--- src/rtl/templatized_alu_sequencer_if.sv ---
// templatized_alu_sequencer_if
// Bundles the opcode issue handshake and the execution status outputs of
// templatized_alu_sequencer. The master side offers opcodes and may flush.
// The slave side is the sequencer itself.
//
// Handshake: an opcode transfers on a rising clk edge where in_valid and
// in_ready are both high. in_valid may be held high across cycles where
// in_ready is low; nothing happens until in_ready rises. in_ready is low
// whenever flush is high, so a flush always wins over a simultaneous offer.
interface templatized_alu_sequencer_if #(
  parameter int OP_W  = 3,
  parameter int CNT_W = 16
);
  logic            in_valid;
  logic            in_ready;
  logic [OP_W-1:0] op_code;
  logic            flush;
  logic [1:0]      en;
  logic [OP_W-1:0] op_q;
  logic            busy;
  logic            done;
  logic            illegal;
  logic [CNT_W-1:0] op_count;

  modport master (
    output in_valid, op_code, flush,
    input  in_ready, en, op_q, busy, done, illegal, op_count
  );

  modport slave (
    input  in_valid, op_code, flush,
    output in_ready, en, op_q, busy, done, illegal, op_count
  );
endinterface

--- src/rtl/templatized_alu_sequencer.sv ---
// templatized_alu_sequencer
// Issues opcodes to two execution groups: the logic group (XOR, 1 cycle)
// and the shift group (SLL/SAR/ROTL/ROTR, SHIFT_CYCLES cycles). An accepted
// legal opcode drives a one-hot group enable for the whole execution length,
// with done on the last cycle. A new opcode may be accepted on the done
// cycle, so back-to-back operations run without an idle bubble. Illegal
// opcodes are accepted, dropped, and flagged with a one-cycle illegal pulse.
// flush aborts whatever is in flight.
//
// Optional feature: define ALU_SEQ_PERF_EN to build a saturating count of
// completed operations on op_count. Without it op_count is tied to zero.
module templatized_alu_sequencer #(
  parameter int OP_W         = 3,
  parameter int SHIFT_CYCLES = 4,
  parameter int CNT_W        = 16
) (
  input  logic                       clk,
  input  logic                       rst_n,
  templatized_alu_sequencer_if.slave bus,
  output logic                       state_dbg
);

  // Remaining-cycle counter wide enough to hold SHIFT_CYCLES.
  localparam int CW = $clog2(SHIFT_CYCLES + 1);
  localparam logic [CW-1:0] SHIFT_LAST = CW'(SHIFT_CYCLES - 1);
  localparam logic          SHIFT_ONE  = (SHIFT_CYCLES == 1);

  typedef enum logic {
    IDLE = 1'b0,
    EXEC = 1'b1
  } state_t;

  state_t          state;
  logic [CW-1:0]   cnt;
  logic [1:0]      en_q;
  logic [OP_W-1:0] op_q_r;
  logic            busy_q;
  logic            done_q;
  logic            illegal_q;
  logic            accept;
  logic            is_logic;
  logic            is_shift;

  // Opcode decode: 0 is XOR, 1..4 are the shifts, anything else is illegal.
  assign is_logic = (bus.op_code == OP_W'(0));
  assign is_shift = (bus.op_code >= OP_W'(1)) && (bus.op_code <= OP_W'(4));

  // Ready when idle or finishing; flush blocks acceptance outright.
  assign bus.in_ready = !bus.flush && ((state == IDLE) || done_q);
  assign accept       = bus.in_valid && bus.in_ready;

  // Sequencer FSM: all status outputs are registered alongside the state.
  always_ff @(posedge clk or negedge rst_n) begin
    if (!rst_n) begin
      state     <= IDLE;
      cnt       <= '0;
      en_q      <= 2'b00;
      op_q_r    <= '0;
      busy_q    <= 1'b0;
      done_q    <= 1'b0;
      illegal_q <= 1'b0;
    end else if (bus.flush) begin
      // Abort: drop the in-flight op, no done or illegal pulse follows.
      state     <= IDLE;
      cnt       <= '0;
      en_q      <= 2'b00;
      busy_q    <= 1'b0;
      done_q    <= 1'b0;
      illegal_q <= 1'b0;
    end else begin
      illegal_q <= 1'b0;
      if (accept && (is_logic || is_shift)) begin
        // Legal issue, either from IDLE or chained on a done cycle.
        state  <= EXEC;
        busy_q <= 1'b1;
        op_q_r <= bus.op_code;
        if (is_logic) begin
          en_q   <= 2'b10;
          cnt    <= '0;
          done_q <= 1'b1;
        end else begin
          en_q   <= 2'b01;
          cnt    <= SHIFT_LAST;
          done_q <= SHIFT_ONE;
        end
      end else if (accept) begin
        // Illegal opcode: consumed, flagged, nothing executes.
        state     <= IDLE;
        cnt       <= '0;
        en_q      <= 2'b00;
        busy_q    <= 1'b0;
        done_q    <= 1'b0;
        illegal_q <= 1'b1;
      end else if ((state == EXEC) && !done_q) begin
        // Mid-execution: count down, raise done for the final cycle.
        cnt    <= cnt - CW'(1);
        done_q <= (cnt == CW'(1));
      end else if (state == EXEC) begin
        // Last cycle passed with no follow-on op.
        state  <= IDLE;
        cnt    <= '0;
        en_q   <= 2'b00;
        busy_q <= 1'b0;
        done_q <= 1'b0;
      end
    end
  end

`ifdef ALU_SEQ_PERF_EN
  logic [CNT_W-1:0] op_count_q;

  // Count each done pulse, holding at all-ones; flush leaves it alone.
  always_ff @(posedge clk or negedge rst_n) begin
    if (!rst_n) begin
      op_count_q <= '0;
    end else if (done_q && (op_count_q != {CNT_W{1'b1}})) begin
      op_count_q <= op_count_q + CNT_W'(1);
    end
  end

  assign bus.op_count = op_count_q;
`else
  assign bus.op_count = {CNT_W{1'b0}};
`endif

  assign bus.en      = en_q;
  assign bus.op_q    = op_q_r;
  assign bus.busy    = busy_q;
  assign bus.done    = done_q;
  assign bus.illegal = illegal_q;
  assign state_dbg   = state;

endmodule

--- src/flat_wrapper.sv ---
// flat-port wrapper written by rule: the top's interface ports become plain ports
module templatized_alu_sequencer_flat 
#(
  parameter int OP_W         = 3,
  parameter int SHIFT_CYCLES = 4,
  parameter int CNT_W        = 16
)
  (clk, rst_n, state_dbg, bus_in_valid, bus_op_code, bus_flush, bus_in_ready, bus_en, bus_op_q, bus_busy, bus_done, bus_illegal, bus_op_count);
  templatized_alu_sequencer_if #(.OP_W(OP_W), .CNT_W(CNT_W)) bus_i ();
  input  logic clk;
  input  logic rst_n;
  output logic state_dbg;
  input wire logic [$bits(bus_i.in_valid)-1:0] bus_in_valid;
  input wire logic [$bits(bus_i.op_code)-1:0] bus_op_code;
  input wire logic [$bits(bus_i.flush)-1:0] bus_flush;
  output wire logic [$bits(bus_i.in_ready)-1:0] bus_in_ready;
  output wire logic [$bits(bus_i.en)-1:0] bus_en;
  output wire logic [$bits(bus_i.op_q)-1:0] bus_op_q;
  output wire logic [$bits(bus_i.busy)-1:0] bus_busy;
  output wire logic [$bits(bus_i.done)-1:0] bus_done;
  output wire logic [$bits(bus_i.illegal)-1:0] bus_illegal;
  output wire logic [$bits(bus_i.op_count)-1:0] bus_op_count;
  assign bus_i.in_valid = bus_in_valid;
  assign bus_i.op_code = bus_op_code;
  assign bus_i.flush = bus_flush;
  assign bus_in_ready = bus_i.in_ready;
  assign bus_en = bus_i.en;
  assign bus_op_q = bus_i.op_q;
  assign bus_busy = bus_i.busy;
  assign bus_done = bus_i.done;
  assign bus_illegal = bus_i.illegal;
  assign bus_op_count = bus_i.op_count;
  templatized_alu_sequencer #(.OP_W(OP_W), .SHIFT_CYCLES(SHIFT_CYCLES), .CNT_W(CNT_W)) u_core (.clk(clk), .rst_n(rst_n), .bus(bus_i), .state_dbg(state_dbg));
endmodule
--- config.mk ---
export PLATFORM = sky130hd
export DESIGN_NAME = templatized_alu_sequencer_flat
export DESIGN_NICKNAME = d
export VERILOG_FILES = /design/src/rtl/templatized_alu_sequencer_if.sv /design/src/rtl/templatized_alu_sequencer.sv /design/src/flat_wrapper.sv
export SDC_FILE = /design/constraint.sdc
export NUM_CORES = 1
export LEC_CHECK = 0
export CELL_PAD_IN_SITES_DETAIL_PLACEMENT = 1
export CELL_PAD_IN_SITES_GLOBAL_PLACEMENT = 2
export CORE_ASPECT_RATIO = 0.7
export CORE_MARGIN = 2
export CORE_UTILIZATION = 25
export CTS_CLUSTER_SIZE = 28
export DETAILED_ROUTE_END_ITERATION = 8
export HOLD_SLACK_MARGIN = 0.12
export MAX_ROUTING_LAYER = met4
export PLACE_DENSITY = 0.83
export SLEW_MARGIN = 10
export SYNTH_ARGS = -nofsm -noshare
export SYNTH_HDL_FRONTEND = slang
export SYNTH_SLANG_ARGS = --single-unit
--- constraint.sdc ---
create_clock -name clk -period 3.33 [get_ports clk]
set_input_delay 0.666 -clock clk [delete_from_list [all_inputs] [get_ports clk]]
set_output_delay 0.666 -clock clk [all_outputs]
set_load 0.005 [all_outputs]
# After elaboration in Yosys (flattened, before gate mapping)
# Cells that the tools add are included.
[word_totals] register_bits=12 out_inout_bits=26 elab_cells=57
[classes] add_sub_neg=1 n_lt_le_gt_ge=2 n_eq_ne=2 mux=29 bitwise_logic=2 n_reduce_logical=14
[op_table] operator="$mux W1" n=17
[op_table] operator="$mux W3" n=5
[op_table] operator="$mux W2" n=7
[op_table] operator="$logic_and A1 B1 Y1" n=5
[op_table] operator="$reduce_bool A5 Y1" n=1
[op_table] operator="$ne A4 B2 Y1 const B" n=1
[op_table] operator="$reduce_and A2 Y1" n=2
[op_table] operator="$reduce_bool A4 Y1" n=1
[op_table] operator="$eq A3 B1 Y1 const B" n=1
[op_table] operator="$ge A3 B1 Y1 const B" n=1
[op_table] operator="$le A3 B3 Y1 const B" n=1
[op_table] operator="$logic_not A3 Y1" n=1
[op_table] operator="$sub A3 B1 Y3 const B" n=1
[op_table] operator="$logic_not A1 Y1" n=2
[op_table] operator="$logic_or A1 B1 Y1" n=2
[op_table] operator="$not A1 Y1" n=2

# Longest topological paths before layout
[logic_depth] word_depth=7 depth_mapped=5 mapped_depth_nobuf=5

# Worst setup path after synthesis
# No wires, ideal clock.
[synth_timing] path_kind="in2reg" start="input port bus_op_code[1]" end="register u_core.op_q_r[0], in the netlist u_core.bus.op_q[0]" setup_ps=125 arrival_time_ps=1507 required_time_ps=3205 path_slack_ps=1698 path_stages=3 path_cell_list="o21a_1 or3_4 mux2_4"
[synth_between] elab_chain_len=5 word_cells_on_any_way=7 classes_between="2 x order compare; 5 x reduce/logical"
[synth_lines] item="start: declaration" line="flat_wrapper.sv:14" text="input wire logic [$bits(bus_i.op_code)-1:0] bus_op_code;"
[synth_lines] item="$ge A3 B1 Y1 / $le A3 B3 Y1 (equally long branches)" line="templatized_alu_sequencer.sv:46" text="assign is_shift = (bus.op_code >= OP_W'(1)) && (bus.op_code <= OP_W'(4));"
[synth_lines] item="$logic_and A1 B1 Y1" line="templatized_alu_sequencer.sv:46"
[synth_lines] item="$logic_or A1 B1 Y1 *" line="templatized_alu_sequencer.sv:72" text="if (accept && (is_logic || is_shift)) begin"
[synth_lines] item="$logic_and A1 B1 Y1 *" line="templatized_alu_sequencer.sv:72"
[synth_lines] item="$reduce_and A2 Y1 (no line) *"
[synth_lines] item="end signal: assignment" line="templatized_alu_sequencer.sv:76" text="op_q_r <= bus.op_code;"
[synth_lines] item="end: declaration" line="templatized_alu_sequencer.sv:36" text="logic [OP_W-1:0] op_q_r;"
# Mark *: on every way between the ends. The rest lies on a longest branch, timed or not.
# A chain may end at the register's enable or synchronous reset.

# Worst setup path in the final report
[layout_timing] start="input port bus_flush" end="output port bus_in_ready"
[layout_between] elab_chain_len=2
[layout_lines] item="start: declaration" line="flat_wrapper.sv:15" text="input wire logic [$bits(bus_i.flush)-1:0] bus_flush;"
[layout_lines] item="$logic_not A1 Y1" line="templatized_alu_sequencer.sv:49" text="assign bus.in_ready = !bus.flush && ((state == IDLE) || done_q);"
[layout_lines] item="$logic_and A1 B1 Y1" line="templatized_alu_sequencer.sv:49"
[layout_lines] item="end: declaration" line="flat_wrapper.sv:16" text="output wire logic [$bits(bus_i.in_ready)-1:0] bus_in_ready;"
# Every way passes these cells.

==> out/results.tsv <==
metric	value	unit
initial standard-cell utilization of the core	0.263	
layout cells sized above 1	0.140	
Final Cycle Share	0.778	
overall die height	49.2	um
number of synthesized register bits	12	
register clock-pin slew on the reported worst setup and hold paths	0.05	ns
net total in the final layout	97	
number of enable flip-flop cells after synthesis	0	
Synth cell types	29	
placed insts	119	
startpoint-to-endpoint class of the critical path	in2out	
kind of cell adding the most delay to the critical path	buffers and inverters	
H-tree depth	1	
area added between synthesis and finish	24.3	%
number of antenna diodes	0	
type of the tightest min-delay check	reg2reg	
DRC marker count from the first detailed-route iteration	11	
startpoint of the most critical setup path	bus_flush	
number of standard cells in the final layout excluding fillers	122	
IO Port Bufs	16	
async set-reset flop share out of synthesis	1.00	
count of buffer and inverter cells on the critical path	2	
sequential area share after synthesis	0.411	
final design instance area without fill	908	um2
Final ANT Viol Nets	0	
most used standard cells in the synthesized netlist	sky130_fd_sc_hd__buf_4, sky130_fd_sc_hd__dfrtp_1, sky130_fd_sc_hd__nor2_1, sky130_fd_sc_hd__nor3_1, sky130_fd_sc_hd__inv_1	
routed via count	532	
run status	complete, no violations	
Total Routing Usage GR	0.0951	
clock latency reported for the late side of the worst-skew pair	0.23	ns
largest incremental delay on the critical path	0.54	ns
end point of the critical path	bus_in_ready	
total number of yosys warnings	0	
Worst setup SP type	primary input	
count of max-cap constraint violations	0	
std cell rows	16	
final count of pins violating max slew	0	
cell type with the highest aggregate area in the netlist	sky130_fd_sc_hd__dfrtp_1	
clock tree from TritonCTS	done	
Worst EP required	2.66	ns
Clock Path Buffers	2	
routability congestion estimate	0.767	
hold buffers post-CTS	0	
Synth Area per Inst	10.6	um2
standard cell area after detailed placement	867	um2
area of the die	3380	um2
number of antenna violations at the first check in global routing	0	
R2R Setup Slk	1.82	ns
DRC errors left	0	
floorplan die width	68.6	um
Reg-to-Reg Start	u_core.state_dbg	
clock period minus worst slack	2.59	ns
num ports	33	
most common cell in the synthesized netlist	sky130_fd_sc_hd__buf_4	
Netlist Area Pre-Place	731	um2
largest net degree at the start of global routing	13	
First-pass DRT Iterations	4	
top area cells in the synthesized netlist	sky130_fd_sc_hd__dfrtp_1, sky130_fd_sc_hd__buf_4, sky130_fd_sc_hd__mux2_4	
number of clock sinks	12	
Max Clock Skew	0.00200	ns
slew of the pin with the lowest slew margin	0.562	ns
Final Hold Violating Endpoints	0	
via-per-instance ratio	4.36	
total wirelength of the detailed-routed design	1470	um
cells along the critical path	clkdlybuf4s50_1 > nor2_1 > clkdlybuf4s50_1	
capturing point of the worst reg2reg path	u_core.bus.op_q[1]	
post-cts resize count	0	
number of setup violations in the final report	0	
maximum fanout count along the critical path	8	
global-route wire length before repair	2300	um
Synth top area share	0.411	
CTS buffer count	3	
sum of negative setup slack	0	ns
leakage power total	0.404	nW
cell with the biggest individual delay on the critical path	sky130_fd_sc_hd__clkdlybuf4s50_1	
Setup Fix Bufs, Post-CTS	0	
buffer type at the clock tree root	sky130_fd_sc_hd__clkbuf_8	
peak supply drop	0.142	mV
logic depth of the worst path, buffers included	3	
setup repair after global routing missed its margin	false	
total grt overflow	0	
vias in the first global route	474	
synthesized instance count	69	
endpoint class of the critical path	output port	
final routed wire length divided by cell count	12.0	um
maximum clock frequency	386	MHz
estimated wirelength of the detail-placed design	1120	um
primary flip-flop cell chosen by synthesis mapping	sky130_fd_sc_hd__dfrtp_1	
Core Footprint	2780	um2
PwrDens	430	nW/um2
worst relative slew slack	0.624	
worst r2r path cells	3	
Most common cell on crit path	sky130_fd_sc_hd__clkdlybuf4s50_1	
data arrival at the endpoint of the critical path	1.93	ns
## flip-flops by register name (all words and copies together) (netlist names)
register and count:
u_core.bus.illegal 1, u_core.bus.en 2, u_core.bus.done 1, u_core.state_dbg 1
u_core.bus.op_q 3, u_core.cnt 3, u_core.bus.busy 1
## worst min-delay path by stage
stage,from,to,slack [ns],cells past startpoint
floorplan,rst_n,u_core.bus.busy,0.37,0
global placement,u_core.bus.busy,u_core.bus.busy,0.47,1
detailed placement,u_core.bus.busy,u_core.bus.busy,0.47,1
CTS,u_core.bus.busy,u_core.bus.busy,0.49,1
global route,u_core.bus.op_q[2],u_core.bus.op_q[2],0.52,1
finish,u_core.bus.busy,u_core.bus.busy,0.48,1
## layout make-up
cell class | count | area (um2)
repair buffers | 16 | 160
fillers | 320 | 1870
well taps | 36 | 45.0
inverters | 3 | 11.3
multi-input cells | 52 | 350
flip-flops and latches | 12 | 300
clock buffers | 3 | 41.3
## cells in the final DEF (no fill, tap or decap)
cell                              synthesis  final
sky130_fd_sc_hd__clkdlybuf4s50_1          0     16
sky130_fd_sc_hd__dfrtp_1                 12     12
sky130_fd_sc_hd__nand2b_1                 1      1
sky130_fd_sc_hd__o32a_2                   1      1
sky130_fd_sc_hd__inv_1                    3      3
sky130_fd_sc_hd__a21oi_1                  2      2
sky130_fd_sc_hd__conb_1                   1     16
sky130_fd_sc_hd__o31ai_1                  2      2
sky130_fd_sc_hd__a32o_1                   1      1
sky130_fd_sc_hd__o21a_1                   1      1
sky130_fd_sc_hd__nor3_1                   4      4
sky130_fd_sc_hd__clkbuf_8                 0      3
sky130_fd_sc_hd__mux2_4                   2      2
sky130_fd_sc_hd__nand2b_4                 1      1
sky130_fd_sc_hd__nor2_1                   4      4
sky130_fd_sc_hd__o21ba_2                  1      1
sky130_fd_sc_hd__a22o_1                   2      2
sky130_fd_sc_hd__or3_4                    1      1
sky130_fd_sc_hd__a311oi_1                 1      1
sky130_fd_sc_hd__a32oi_1                  1      1
sky130_fd_sc_hd__ha_1                     2      2
sky130_fd_sc_hd__a21o_1                   1      1
sky130_fd_sc_hd__nand3_1                  1      1
sky130_fd_sc_hd__and2b_4                  1      1
sky130_fd_sc_hd__a22oi_1                  1      1
sky130_fd_sc_hd__or3b_2                   2      2
sky130_fd_sc_hd__xor2_1                   1      1
sky130_fd_sc_hd__o2bb2ai_1                1      1
sky130_fd_sc_hd__o21ai_0                  1      1
## routing by layer
metal  global-route usage  vias up  part of all wire
li1                     -      247                 -
met1                0.116      258              0.46
met3               0.0485        2             0.095
met4               0.0200        0            0.0068
met2                0.139       25              0.44
met5                    -        -                 0
## power breakdown
group	switching (W)	internal, W
combinational	0.0000386	0.0000539
clock	0.0000477	0.0000792
sequential	0.0000101	0.000161
## through the flow
stage	worst slack [ns]	total power, W	util	hold slack, ns
global route	0.672	0.000416	0.326	0.515
finish	0.738	0.000390	0.326	0.477
detailed placement	0.735	0.000266	0.312	0.473
global placement	0.755	0.000264	0.312	0.468
floorplan	1.70	0.000232	-	0.370
CTS	0.733	0.000397	0.326	0.487
## kinds of logic (layout without fill, tap and decap cells)
family / after synthesis / count (layout) / share of synthesized area
xor+xnor: 1 / 1 / 0.0120
fa+ha+maj: 2 / 2 / 0.0342
simple gates: 15 / 15 / 0.135
flops: 12 / 12 / 0.411
buf+inv: 20 / 22 / 0.187
other cells: 1 / 16 / 0.00513
compound gates: 16 / 16 / 0.175
mux: 2 / 2 / 0.0411
Power figures use the tool's default switching activity.
